File: src/rtl/delay_timer_pkg.sv
// Shared types and helpers for the multi-channel delay timer.
// Mode and state encodings are visible to both the channel and the top.
package delay_timer_pkg;

    typedef enum logic [1:0] {
        LEVEL    = 2'b00,
        PULSE    = 2'b01,
        PERIODIC = 2'b10,
        RSVD     = 2'b11
    } mode_e;

    typedef enum logic [1:0] {
        IDLE  = 2'b00,
        COUNT = 2'b01,
        FIRED = 2'b10
    } state_e;

    // Width of a channel index; never below one bit so a single channel still has a port.
    function automatic int CH_IDX_W(input int n);
        return (n > 1) ? $clog2(n) : 1;
    endfunction

endpackage

File: src/rtl/delay_timer_channel.sv
// One timer channel: state machine, cycle counter, bound/mode registers and sticky fired bit.
// Bound/mode are only written while the channel is idle, so the running compare never sees a change.
module delay_timer_channel
    import delay_timer_pkg::*;
#(
    parameter int          CNT_W         = 32,
    parameter int unsigned DEFAULT_BOUND = 1000
) (
    input  logic             clk,
    input  logic             reset,
    input  logic             i_en,
    input  logic             i_wr,
    input  logic [CNT_W-1:0] i_bound,
    input  logic [1:0]       i_mode,
    input  logic             i_clr,
    output logic             o_out,
    output logic             o_fired,
    output state_e           o_state
);

    state_e           r_state;
    mode_e            r_mode;
    logic [CNT_W-1:0] r_count;
    logic [CNT_W-1:0] r_bound;
    logic             r_out;
    logic             r_fired;
    logic             w_fire;

    // A fire event is any edge that lands the channel in FIRED with en still high.
    always_comb begin
        w_fire = 1'b0;
        case (r_state)
            IDLE:    w_fire = i_en && (r_bound == '0);
            COUNT:   w_fire = i_en && (r_count == r_bound);
            FIRED:   w_fire = i_en && (r_mode == PERIODIC) && (r_bound == '0);
            default: w_fire = 1'b0;
        endcase
    end

    always_ff @(posedge clk or posedge reset) begin
        if (reset) begin
            r_state <= IDLE;
            r_count <= '0;
            r_bound <= CNT_W'(DEFAULT_BOUND);
            r_mode  <= LEVEL;
            r_out   <= 1'b0;
            r_fired <= 1'b0;
        end else begin
            if (i_wr) begin
                r_bound <= i_bound;
                r_mode  <= mode_e'(i_mode);
            end
            // Set beats clear when both land on the same edge.
            r_fired <= w_fire | (r_fired & ~i_clr);
            case (r_state)
                IDLE: begin
                    if (i_en) begin
                        if (r_bound == '0) begin
                            r_state <= FIRED;
                            r_out   <= 1'b1;
                        end else begin
                            r_state <= COUNT;
                            r_count <= CNT_W'(1);
                        end
                    end
                end
                COUNT: begin
                    if (!i_en) begin
                        r_state <= IDLE;
                        r_count <= '0;
                        r_out   <= 1'b0;
                    end else if (r_count == r_bound) begin
                        r_state <= FIRED;
                        r_out   <= 1'b1;
                    end else begin
                        r_count <= r_count + CNT_W'(1);
                    end
                end
                FIRED: begin
                    if (!i_en) begin
                        r_state <= IDLE;
                        r_count <= '0;
                        r_out   <= 1'b0;
                    end else begin
                        case (r_mode)
                            PULSE: r_out <= 1'b0;
                            PERIODIC: begin
                                if (r_bound == '0) begin
                                    r_out <= 1'b1;
                                end else begin
                                    r_state <= COUNT;
                                    r_count <= CNT_W'(1);
                                    r_out   <= 1'b0;
                                end
                            end
                            default: r_out <= 1'b1;
                        endcase
                    end
                end
                default: begin
                    r_state <= IDLE;
                    r_count <= '0;
                    r_out   <= 1'b0;
                end
            endcase
        end
    end

    assign o_out   = r_out;
    assign o_fired = r_fired;
    assign o_state = r_state;

endmodule

File: src/rtl/multi_channel_delay_timer.sv
// N independent delay-timer channels behind a shared config write port.
// A write is only taken by an idle channel whose enable is low; anything else flags cfg_err.
module multi_channel_delay_timer
    import delay_timer_pkg::*;
#(
    parameter int          N_CH          = 4,
    parameter int          CNT_W         = 32,
    parameter int unsigned DEFAULT_BOUND = 1000
) (
    input  logic                          clk,
    input  logic                          reset,
    input  logic [N_CH-1:0]               en,
    input  logic                          cfg_we,
    input  logic [CH_IDX_W(N_CH)-1:0]     cfg_ch,
    input  logic [CNT_W-1:0]              cfg_bound,
    input  logic [1:0]                    cfg_mode,
    output logic                          cfg_err,
    input  logic [N_CH-1:0]               status_clr,
    output logic [N_CH-1:0]               timer_out,
    output logic [N_CH-1:0]               fired_status,
    output logic [N_CH-1:0]               busy
);

    localparam int CH_W = CH_IDX_W(N_CH);

    state_e            w_state [N_CH];
    logic [N_CH-1:0]   w_wr_sel;
    logic              r_cfg_err;

    // Out-of-range channel numbers match no select bit and therefore fall through to an error.
    always_comb begin
        w_wr_sel = '0;
        for (int i = 0; i < N_CH; i++) begin
            w_wr_sel[i] = cfg_we && (cfg_ch == CH_W'(i)) && !en[i] && (w_state[i] == IDLE);
        end
    end

    always_ff @(posedge clk or posedge reset) begin
        if (reset) begin
            r_cfg_err <= 1'b0;
        end else begin
            r_cfg_err <= cfg_we && (w_wr_sel == '0);
        end
    end

    assign cfg_err = r_cfg_err;

    for (genvar g = 0; g < N_CH; g++) begin : g_ch
        delay_timer_channel #(
            .CNT_W         (CNT_W),
            .DEFAULT_BOUND (DEFAULT_BOUND)
        ) u_ch (
            .clk     (clk),
            .reset   (reset),
            .i_en    (en[g]),
            .i_wr    (w_wr_sel[g]),
            .i_bound (cfg_bound),
            .i_mode  (cfg_mode),
            .i_clr   (status_clr[g]),
            .o_out   (timer_out[g]),
            .o_fired (fired_status[g]),
            .o_state (w_state[g])
        );
        assign busy[g] = (w_state[g] != IDLE);
    end

endmodule

File: config.mk
export PLATFORM = sky130hd
export DESIGN_NAME = multi_channel_delay_timer
export DESIGN_NICKNAME = d
export VERILOG_FILES = /design/src/rtl/delay_timer_pkg.sv /design/src/rtl/delay_timer_channel.sv /design/src/rtl/multi_channel_delay_timer.sv
export SDC_FILE = /design/constraint.sdc
export NUM_CORES = 1
export LEC_CHECK = 0
export CORE_ASPECT_RATIO = 2
export CORE_MARGIN = 2
export CORE_UTILIZATION = 51
export CTS_CLUSTER_SIZE = 28
export DETAILED_ROUTE_END_ITERATION = 12
export PLACE_DENSITY = 0.75
export SETUP_SLACK_MARGIN = 0.1
export SYNTH_ARGS = -nofsm -noshare
export SYNTH_HDL_FRONTEND = slang
export SYNTH_HIERARCHICAL = 1
export SYNTH_SLANG_ARGS = --single-unit
File: constraint.sdc
create_clock -name clk -period 7.05 [get_ports clk]
set_input_delay 1.7625 -clock clk [delete_from_list [all_inputs] [get_ports clk]]
set_output_delay 1.7625 -clock clk [all_outputs]
set_load 0.02 [all_outputs]
[After elaboration in Yosys (flattened, before gate mapping)]
Cells that the tools add are included.
Operators by class
  add/subtract/negate cells: 4
  eq/ne operators: 47
  muxes and demuxes: 96
  bitwise operators: 12
  reductions and logical operators: 59
Operators by type and width (number)
  2-to-1 mux 32 bit: 24
  case mux 32 bit (3 select lines): 4
  adder 32 x 1 -> 32 bit, second input constant: 4
  == test 32 bit: 4
  zero test 32 bit: 4
  2-to-1 mux 2 bit: 28
  logical AND 1 bit: 29
  2-to-1 mux 1 bit: 24
  inequality test 3 x 2 -> 1 bit, second input constant: 8
  inequality test 3 bit, second input constant: 8
  case mux 1 bit (3 select lines): 8
  case mux 2 bit (3 select lines): 4
  AND reduction 3 bit: 8
  == test 2 bit, second input constant: 10
  == test 2 x 1 -> 1 bit, second input constant: 9
  AND reduction 4 bit: 4
  zero test 2 bit: 5
  inequality test 2 x 1 -> 1 bit, second input constant: 4
  inequality test 2 bit, second input constant: 4
  case mux 1 bit (2 select lines): 4
  nonzero test 2 bit: 4
  bitwise AND 1 bit: 4
  zero test 1 bit: 4
  zero test 4 bit: 1
  2 further kinds: 8
Storage, ports and cells
  bits in registers: 281
  input port bits: 47
  output and inout port bits: 13
  logic and storage cells: 243

[Logic depth before layout (Yosys ltp)]
  depth in word-level cells: 6
  depth in mapped cells: 9
  gate-level depth less buffers: 7

[Modules after synthesis]
Netlist, hierarchy kept.
Modules (own cells, without submodules)
  delay_timer_channel (g_ch[0].u_ch ...): times used 3, cells each 395, area each 3982.6 sq um, seq. area each 1759.2 sq um
  delay_timer_channel (g_ch[3].u_ch): times used 1, cells each 386, area each 3925.0 sq um, seq. area each 1759.2 sq um
  multi_channel_delay_timer: times used 1, cells each 15, area each 133.9 sq um, seq. area each 25.0 sq um

[Worst setup path after synthesis]
OpenSTA, ideal clock, no wires.
  path kind: input -> register
  start: input port cfg_ch[1]
  end: register g_ch[1].u_ch.r_bound[10]
  setup time: 0.125 ns
  arrival: 3.208 ns
  required time: 6.925 ns
  path slack: 3.717 ns
  stages on the path: 5
  cells stage by stage: nand2b_1 nor4b_2 clkbuf_1 clkbuf_1 mux2_2
Between the ends
  word-level cells in the longest chain between the ends: 4
RTL lines
  from (decl): line multi_channel_delay_timer.sv:14  | input logic [CH_IDX_W(N_CH)-1:0] cfg_ch,
  == test 2 x 1 -> 1 bit: line multi_channel_delay_timer.sv:34  | w_wr_sel[i] = cfg_we && (cfg_ch == CH_W'(i)) && !en[i] && (w_state[i] == IDLE);
  logical AND 1 bit (3 in series): line multi_channel_delay_timer.sv:34
  via w_wr_sel[1]: line multi_channel_delay_timer.sv:27  | logic [N_CH-1:0] w_wr_sel;
  to (signal assigned): line delay_timer_channel.sv:44  | r_bound <= CNT_W'(DEFAULT_BOUND);
  to (signal assigned): line delay_timer_channel.sv:50  | r_bound <= i_bound;
  to (decl): line delay_timer_channel.sv:24  | logic [CNT_W-1:0] r_bound;
The timed path passes the listed nets, and every way through them passes these cells.
A chain may end at the register's enable or synchronous reset.

[Worst setup path after layout]
  start: register g_ch[3].u_ch.r_state[0]
  end: output port busy[3]
Between the ends
  word-level cells in the longest chain between the ends: 1
RTL lines
  from (decl): line delay_timer_channel.sv:21  | state_e r_state;
  from (signal assigned): line delay_timer_channel.sv:42  | r_state <= IDLE;
  from (signal assigned): line delay_timer_channel.sv:59  | r_state <= FIRED;
  from (signal assigned): line delay_timer_channel.sv:62  | r_state <= COUNT;
  nonzero test 2 bit: line multi_channel_delay_timer.sv:64  | assign busy[g] = (w_state[g] != IDLE);
  to (decl): line multi_channel_delay_timer.sv:21  | output logic [N_CH-1:0] busy
Every way passes these cells.

==> results.md <==
- Run status: complete, no violations
- Final WS setup: 3.21 ns
- Die H: 255 um
- RR Endpoint: g_ch[1].u_ch/r_count[24]$_DFFE_PP0P_
- Reg2Reg Setup Slack: 4.03 ns
- Root Buffer: clkbuf_16
- Crit path largest cell delay: 0.67 ns
- First-pass GRT wire length: 72.0 mm
- Synthesized area per cell: 10.1 um2
- Iter 0 DRT Violations: 1,221
- Worst endpoint data arrival time: 2.08 ns
- Drc violations: 0
- Die Width: 129 um
- Residual overflow from global routing: 0
- Routed WL per cell: 22.8 um
- Yosys top cell area share: 0.402
- Initial antenna violation count: 1
- Endpoints failing setup: 0
- Cell area power density: 308 mW/mm2
- Max FO, Critical Path: 9
- Pins Over Slew Limit: 0
- Clk buf depth: 3
- F_max: 260 MHz
- Vias per cell: 6.64
- Post CTS Setup Buffer Count: 0
- Crit Path Category: register to output port
- Setup_tns: 0 ns
- Worst path bufs/invs: 1
- Max-Cap Viols: 0
- Tcrit/Tclk final: 0.545
- I/O Buffers: 59
- Critical Path End Type: output port
- Clock Sinks: 281
- VDD IR max: 0.201 mV
- RSZ-0062 raised after global routing: no
- Die ar.: 0.0329 mm2
- DRT Wirelength: 45.9 mm
- Relative slew slack: 0.132
- Flops & latches, synth: 281
- DP HPWL: 32.2 mm
- CP startpoint: g_ch[3].u_ch/o_state[0]$_DFFE_PP0P_
- Gpl congestion: 0.967
- Crit path depth: 2
- Top_reg_cell synth: dfrtp_1
- Detailed-route via count: 13.4k
- Fraction of registers with async set/reset: 1.00
- Slew @ Worst Pin: 1.29 ns
- Num CTS Buffers: 25
- Type of the tightest min-delay check: register to register
- Critical-path top delay cell: clkdlybuf4s50_1
- Critical path, cell by cell: or2_1 -> clkdlybuf4s50_1
- Clk_lat worst skew: 0.55 ns
- Minimum clock period: 3.84 ns
- Layout cells sized above 1: 0.181
- Fin nets: 1,629
- Syn nets: 1,637
- Final Skew: 0.00684 ns
- Resize count post-CTS: 0
- Seq/Total Area, Yosys: 0.441
- H-tree depth: 1
- Worst-case reg-to-reg path depth: 6
- Adder-cell area share of the yosys netlist: 0.00313
- Final Hold Viols: 0
- Post-synth top area cell: dfrtp_1
- Initial Utilization: 0.519
- Synth Area in Simple Gates: 0.193
- Total global-route track usage: 0.280
- Core area: 0.0309 mm2
- Crit path capture: busy[3]
- EDFF count, synth: 0
- Worst r2r src: g_ch[1].u_ch/r_count[22]$_DFFE_PP0P_
- Largest net degree at the start of global routing: 71
- Largest family of logic cells by synthesized area: simple AND/OR/NAND/NOR gates
- Worst Path Required: 5.29 ns
- Mux share of post-synthesis cell area: 0.0929
- Post-synthesis compound-gate area fraction: 0.156
- Hold buffers post-CTS: 0
- Yosys warning count: 6
- Synth Area in XOR/XNOR: 0.0705
- Syn Std Cell Area: 0.0160 mm2
- WHS: 0.501 ns
- Pre-CTS WS: 2.92 ns
- Leakage power: 0.00736 uW
- Crit start category: register
- Mapped Cells: 1,586
- Vias in the first global route: 13.0k
- P&R area growth vs syn: 9.59%
- Iteration count of the initial detailed-routing pass: 6
- I/O pin cnt: 60
- Distinct cells, synth: 74
- CTS tree: built
- Rows: 91
- Ant diodes: 0
- ANT nets after route: 0
- Cell family with most CP delay: buffers and inverters
- Clk pin slew, worst setup/hold paths: 0.07 ns
- Synth top area cells: dfrtp_1, mux2_2, xor2_1
-- cells in the final DEF, fill, tap and decap left out, types with 58 or more instances in the layout --
master             n
a31oi_1           89
nor4_1            62
o21ai_0           60
xor2_1            96
nand2_1          132
dfrtp_1          257
nor2_1            58
mux2_2           132
clkdlybuf4s50_1   59
nand3_1           60
-- stage by stage --
step           std cells  utilization  power, uW  area, um2
5_1_grt             2014        0.569       5650      17500
6_report            2014        0.569       5410      17500
4_1_cts             2014        0.569       5410      17500
3_5_place_dp        1969        0.541       3940      16700
3_3_place_gp        1969        0.541       3880      16700
2_1_floorplan       1586            -       3460      16000
-- report_power, final --
part | switching (uW) | internal, uW | leakage, uW
sequential | 484 | 2070 | 0.00361
combinational | 728 | 673 | 0.00334
clock | 650 | 808 | 0.000412
total | 1860 | 3550 | 0.00736
-- per-layer routing --
layer  global-route usage  wire (um)  part of all wire
met5                    0         16           0.00035
met4                0.202       3970             0.087
met3               0.0300       2470             0.054
met2                0.475      22900              0.50
met1                0.325      16500              0.36
-- flip-flops by register name (all words and copies together), names as in the netlist --
| signal | cells |
|---|---|
| g_ch.u_ch/o_out | 4 |
| cfg_err | 1 |
| g_ch.u_ch/o_state | 8 |
| g_ch.u_ch/r_mode | 8 |
| g_ch.u_ch/r_bound | 128 |
| g_ch.u_ch/r_count | 128 |
| g_ch.u_ch/o_fired | 4 |
-- final cells by class --
type	instances	area (um2)
Clock buffer	33	696
Clock inverter	12	148
Fill cell	2608	13300
Inverter	34	128
Multi-Input combinational cell	1164	8300
Sequential cell	281	7060
Tap cell	418	523
Timing Repair Buffer	72	688
-- cell families after synthesis --
logic type | after synthesis
fa+ha+maj | 4
flops | 281
buf+inv | 141
compound gates | 356
xor+xnor | 128
simple gates | 544
mux | 132
-- synth_stat cells (all sizes together) (49+ instances only) --
| library cell | n |
|---|---|
| clkbuf | 54 |
| mux2 | 132 |
| nand2 | 136 |
| buf | 53 |
| o21ai | 71 |
| nand4 | 49 |
| a31oi | 89 |
| nor4 | 75 |
| xor2 | 96 |
| dfrtp | 257 |
| nand3 | 60 |
| nor2 | 65 |
-- worst register-to-register path, delay by kind of cell, from the launching register on --
kind             cells  cell delay (ns)
AO/OA/AOI/OAI        1             0.29
flip-flops           1             0.46
XOR/XNOR             1             0.20
AND/OR/NAND/NOR      4             1.96
-- how the worst min path moves through the flow --
stage	startpoint	end	slack, ns	cells after the start
2_1_floorplan	g_ch[3].u_ch/r_count[25]$_DFFE_PP0P_	g_ch[3].u_ch/r_count[25]$_DFFE_PP0P_	0.48	1
3_3_place_gp	g_ch[0].u_ch/o_fired$_DFF_PP0_	g_ch[0].u_ch/o_fired$_DFF_PP0_	0.48	2
3_5_place_dp	g_ch[0].u_ch/o_fired$_DFF_PP0_	g_ch[0].u_ch/o_fired$_DFF_PP0_	0.49	2
4_1_cts	g_ch[0].u_ch/o_fired$_DFF_PP0_	g_ch[0].u_ch/o_fired$_DFF_PP0_	0.50	2
5_1_grt	g_ch[0].u_ch/o_fired$_DFF_PP0_	g_ch[0].u_ch/o_fired$_DFF_PP0_	0.56	2
6_report	g_ch[0].u_ch/o_fired$_DFF_PP0_	g_ch[0].u_ch/o_fired$_DFF_PP0_	0.50	2
(Power assumes the default switching activity.)
